<file path="src/rtl/miniRISC_pkg.sv">
// miniRISC_pkg: writeback source encodings shared by the writeback arbiter and its mux.
package miniRISC_pkg;

   localparam logic [1:0] SRC_ALU  = 2'd0;
   localparam logic [1:0] SRC_MEM  = 2'd1;
   localparam logic [1:0] SRC_LINK = 2'd2;
   localparam int         NUM_WB_SRC = 3;

   function automatic logic [1:0] next_src(input logic [1:0] s);
      return (s == SRC_LINK) ? SRC_ALU : s + 2'd1;
   endfunction

endpackage

</file>
<file path="src/rtl/mux_32b_3_1.sv">
// mux_32b_3_1: 3:1 data mux; select 00 ALU, 01 MEM, 10 LINK (11 falls back to ALU).
module mux_32b_3_1
   import miniRISC_pkg::*;
#(
   parameter int DW = 32
) (
   input  logic [1:0]    sel,
   input  logic [DW-1:0] in0,
   input  logic [DW-1:0] in1,
   input  logic [DW-1:0] in2,
   output logic [DW-1:0] out
);

   always_comb begin
      out = (sel == SRC_MEM) ? in1 : (sel == SRC_LINK) ? in2 : in0;
   end

endmodule

</file>
<file path="src/rtl/wb_port_arbiter.sv">
// wb_port_arbiter: round-robin sharing of the register-file write port between ALU, MEM and LINK.
// Define WB_ARB_CONFLICT_CNT_EN to add the saturating conflict_cnt output.
module wb_port_arbiter
   import miniRISC_pkg::*;
#(
   parameter int DW    = 32,
   parameter int AW    = 5,
   parameter int CNT_W = 16
) (
   input  logic            clk,
   input  logic            rst,
   input  logic [2:0]      req_valid,
   output logic [2:0]      req_ready,
   input  logic [DW-1:0]   alu_data,
   input  logic [DW-1:0]   mem_data,
   input  logic [DW-1:0]   link_data,
   input  logic [3*AW-1:0] req_rd,
   output logic            rf_we,
   output logic [AW-1:0]   rf_waddr,
   output logic [DW-1:0]   rf_wdata
`ifdef WB_ARB_CONFLICT_CNT_EN
   ,
   output logic [CNT_W-1:0] conflict_cnt
`endif
);

   logic [1:0]    last_grant, sel_q, sel, p0, p1, p2, gidx;
   logic          grant;
   logic [AW-1:0] rd;
   logic [DW-1:0] mux_out;

   // Search starts one past the last winner, so every loser waits at most two cycles.
   always_comb begin
      p0        = next_src(last_grant);
      p1        = next_src(p0);
      p2        = next_src(p1);
      gidx      = req_valid[p0] ? p0 : req_valid[p1] ? p1 : p2;
      grant     = !rst && (|req_valid);
      sel       = grant ? gidx : sel_q;
      req_ready = grant ? (3'b001 << gidx) : 3'b000;
      rd        = (gidx == SRC_MEM)  ? req_rd[AW +: AW] :
                  (gidx == SRC_LINK) ? req_rd[2*AW +: AW] : req_rd[0 +: AW];
   end

   mux_32b_3_1 #(.DW(DW)) u_mux (
      .sel (sel),
      .in0 (alu_data),
      .in1 (mem_data),
      .in2 (link_data),
      .out (mux_out)
   );

   always_ff @(posedge clk) begin
      if (rst) begin
         last_grant <= SRC_LINK;
         sel_q      <= SRC_ALU;
         rf_we      <= 1'b0;
         rf_waddr   <= '0;
         rf_wdata   <= '0;
      end else begin
         sel_q <= sel;
         rf_we <= grant && (rd != '0);
         if (grant) begin
            last_grant <= gidx;
            rf_waddr   <= rd;
            rf_wdata   <= mux_out;
         end
      end
   end

`ifdef WB_ARB_CONFLICT_CNT_EN
   logic multi;

   always_comb begin
      multi = (req_valid[0] & req_valid[1]) | (req_valid[0] & req_valid[2]) |
              (req_valid[1] & req_valid[2]);
   end

   always_ff @(posedge clk) begin
      if (rst)
         conflict_cnt <= '0;
      else if (multi && !(&conflict_cnt))
         conflict_cnt <= conflict_cnt + 1'b1;
   end
`endif

endmodule

</file>
<file path="config.mk">
export PLATFORM = sky130hd
export DESIGN_NAME = wb_port_arbiter
export DESIGN_NICKNAME = d
export VERILOG_FILES = /design/src/rtl/miniRISC_pkg.sv /design/src/rtl/mux_32b_3_1.sv /design/src/rtl/wb_port_arbiter.sv
export SDC_FILE = /design/constraint.sdc
export NUM_CORES = 1
export LEC_CHECK = 0
export CORE_MARGIN = 1.5
export CORE_UTILIZATION = 34
export DETAILED_ROUTE_END_ITERATION = 7
export GPL_TIMING_DRIVEN = 0
export PLACE_DENSITY = 0.85
export SYNTH_ARGS = -nofsm -noshare
export SYNTH_HDL_FRONTEND = slang
export SYNTH_HIERARCHICAL = 1
export SYNTH_SLANG_ARGS = --single-unit
</file>
<file path="constraint.sdc">
create_clock -name clk -period 1.81 [get_ports clk]
set_input_delay 0.2715 -clock clk [delete_from_list [all_inputs] [get_ports clk]]
set_output_delay 0.2715 -clock clk [all_outputs]
set_load 0.005 [all_outputs]
</file>
==> impl_metrics.ini <==
[status]
status = finished with violations
violations = setup timing

[finish]
area_delta_synth_final_pct = 88.2
drive_gt1_share_pct = 15.2
fin_nets = 537
regArea_um2 = 848
multi_input_area_um2 = 1650
fillers = 593
diodes = 0

[synthesis]
synth.area.mux_share_pct = 38.5
ys_types = 28
syn_area_per_cell_um2 = 10.6
async_flop_share_pct = 0
syn_nets = 357
synth_compound_area_share_pct = 16.3
ys_seq_area_share_pct = 33.0
synth_edf_count = 0
synth_top_family_by_area = multiplexers
yosys_most_used_dff = dfxtp_1
synthSimpleGateAreaFrac_pct = 5.60
yosys_register_bits = 42
ys_top_cells_by_area = mux2i_1 (39%), dfxtp_1 (33%), a22o_1 (11%), buf_8 (3.5%), a21oi_1 (1.2%)
synth.cell_area_um2 = 2550
yosysTopAreaCell = mux2i_1
synth.top_cell.area_share_pct = 38.5
syn_inst = 241
synth_fa_ha_area_share_pct = 0
yosysWarnings = 6
synthXorXnorAreaFrac_pct = 0

[clock_network]
numCtsBuffers = 5
ctsLongestPathBuffers = 2
clock_latency_ns = 0.29
cts_tree = built
clkSinkCount = 42
cts_max_level = 2
cts-root-buf = clkbuf_8
clk_pin_slew_ns = 0.08

[critical_path]
cp_slowest_cell = dfxtp_4
crit_cells = 10
critical_path_arrival_ns = 2.09
cp-end-kind = flop
ff2ff_setup_slack_ns = -0.08
path_class = flop to flop
path_max_fanout = 5
path_delay_family = compound AO/OA/AOI/OAI gates
r2r-start = last_grant[0]
cp.required_ns = 2.00
r2r_end = rf_wdata[26]
max_stage_delay_ns = 0.36
cp.buffers_inverters = 2
startpoint_type = flop
path_cells = nor2b_4 -> nor2_4 -> a21oi_4 -> nand2_2 -> o21a_4 -> clkbuf_16 -> clkbuf_16 -> mux2i_1 -> mux2i_1 -> a22o_1
r2r.worst_path.cells = 10

[drt]
post_drt_wl_per_cell_um = 16.2
antenna_left = 0
drt-initial-drc-count = 43
route.detailed.drc = 0
num_vias = 2612
routed_via_density = 5.01
dr.pass1.iters = 4
drt_wl_total_um = 8440

[global_routing]
grt_pass1_vias = 2679
grt_max_degree = 14
grt_util_all_layers_pct = 20.1
antenna_found_initial = 0
grt_pass1_wl_um = 12500
grt_overflow_total = 0

[die]
core_area_um2 = 7250
ios = 157
rows = 31
initial_core_util_pct = 35.1
dieArea_um2 = 8020
die_w_um = 89.6
die_h_um = 89.6

[timing]
rsz0062_at_grt = true
hold_violations = 0
setup_violations = 32
clock_skew_ns = 0.00908
clock.fmax_mhz = 529
tightest_slew_ns = 0.561
finalCriticalPeriod_ns = 1.89
slew_violations = 0
relSlewSlack_pct = 62.3
min_period_over_period_pct = 105
setup_slack_ns = -0.0817

[worst_hold_path]
min_from = rst
worstHoldPathCells = 2
whs_endpoint = sel_q[1]
hp-class = primary input to flop

[power]
finalPower_w = 0.00307
p_per_area_nw_per_um2 = 640
leakagePower_nw = 1.93
vdd_ir_drop_max_v = 0.000418

[placement]
port_buffers = 156
hpwlAfterDp_um = 6000
globalplace.congestion = 0.890
dp_worst_setup_slack_ns = -1.05

[flow_run]
max_cap_viol_count = 0
-- worst max-delay path by stage --
stage | startpoint | slack, ns | to
floorplan | last_grant[0] | -0.03 | rf_wdata[0]
global placement | req_valid[1] | -1.03 | rf_wdata[9]
detailed placement | req_valid[1] | -1.05 | rf_wdata[5]
CTS | last_grant[0] | -0.07 | rf_wdata[6]
global route | last_grant[0] | -0.17 | rf_wdata[26]
finish | last_grant[0] | -0.08 | rf_wdata[26]
-- synthesized netlist by cell type (3+ instances only) --
cell	count
dfxtp_1	42
nand2_1	6
nor2_1	8
and2_1	3
o21ai_0	6
a22o_1	33
mux2i_1	98
buf_2	4
nor2b_1	3
clkbuf_1	7
buf_8	6
a21oi_1	6
-- state kept, by name, indices dropped and copies added (netlist names) --
signal,count
sel_q,2
rf_waddr,5
rf_we,1
rf_wdata,32
last_grant,2
-- through the flow --
| step | area (um^2) | std cells | util [%] | TNS [ns] | hold slack, ns |
|---|---|---|---|---|---|
| 2_1_floorplan | 2550 | 241 | - | -0.861 | 0.343 |
| 3_3_place_gp | 4230 | 496 | 58.4 | -38.37 | 0.435 |
| 3_5_place_dp | 4230 | 496 | 58.4 | -38.21 | 0.454 |
| 4_1_cts | 4510 | 509 | 62.2 | -0.776 | 0.419 |
| 5_1_grt | 4790 | 521 | 66.1 | -4.33 | 0.461 |
| 6_report | 4790 | 521 | 66.1 | -1.60 | 0.455 |
-- per-layer routing --
layer	GRT usage, %	share of wire [%]	wire length [um]
met5	0	0	0
met4	4.62	0.56	47
met3	3.79	5.7	483
met2	37.5	52	4410
met1	23.5	41	3500
-- where the power goes --
group | switching, W | internal, W | total, W | leakage, nW
Combinational | 0.000481 | 0.000903 | 0.00138 | 1.53
Sequential | 0.0000594 | 0.00103 | 0.00109 | 0.350
Clock | 0.000321 | 0.000272 | 0.000593 | 0.0452
Total | 0.000861 | 0.00221 | 0.00307 | 1.93
-- cell usage in the layout (no fill, tap or decap), types with 2 or more instances in the layout --
cell,count
and2_1,3
clkbuf_16,7
a221oi_2,2
clkbuf_8,5
dfxtp_4,2
nor2b_1,3
dlygate4sd2_1,3
mux2i_1,94
nor2_4,3
mux2i_2,3
buf_2,2
clkdlybuf4s15_2,2
buf_6,4
o21ai_0,5
a21oi_1,5
dfxtp_1,40
clkdlybuf4s50_1,149
a22o_1,33
nor2_1,5
nand2_1,5
buf_4,9
buf_12,9
clkbuf_1,6
-- area by class of cell --
| class | count | share of cell area [%] |
|---|---|---|
| Clock buffer | 6 | 1.51 |
| Inverter | 1 | 0.0783 |
| Buffer | 17 | 4.41 |
| Tap cell | 99 | 2.58 |
| Timing Repair Buffer | 176 | 39.0 |
| Sequential cell | 42 | 17.7 |
| Clock inverter | 2 | 0.287 |
| Multi-Input combinational cell | 178 | 34.5 |
-- timing repair --
action | in CTS | in global routing
hold buffers | 0 | 0
endpoints found under the hold margin | 0 | 0
resized for setup | 45 | 22
pin swaps | 1 | 4
cloned | 2 | 7
setup endpoints to repair | 43 | 40
buffers inserted | 5 | 7
-- worst reg2reg max path: stages, from the launching register on --
cell       delay (ns)
dfxtp_4          0.36
nor2b_4          0.16
nor2_4           0.06
a21oi_4          0.14
nand2_2          0.09
o21a_4           0.17
clkbuf_16        0.18
clkbuf_16        0.16
mux2i_1          0.17
mux2i_1          0.10
a22o_1           0.21
-- cells by family (layout without fill, tap and decap cells) --
family                 after synthesis  in the layout
and+or+nand+nor                     27             27
buffers and inverters               21            202
muxes                               98             98
DFF                                 42             42
AOI/OAI and AO/OA                   53             53
Note: power is estimated with default switching activity, not from simulation.
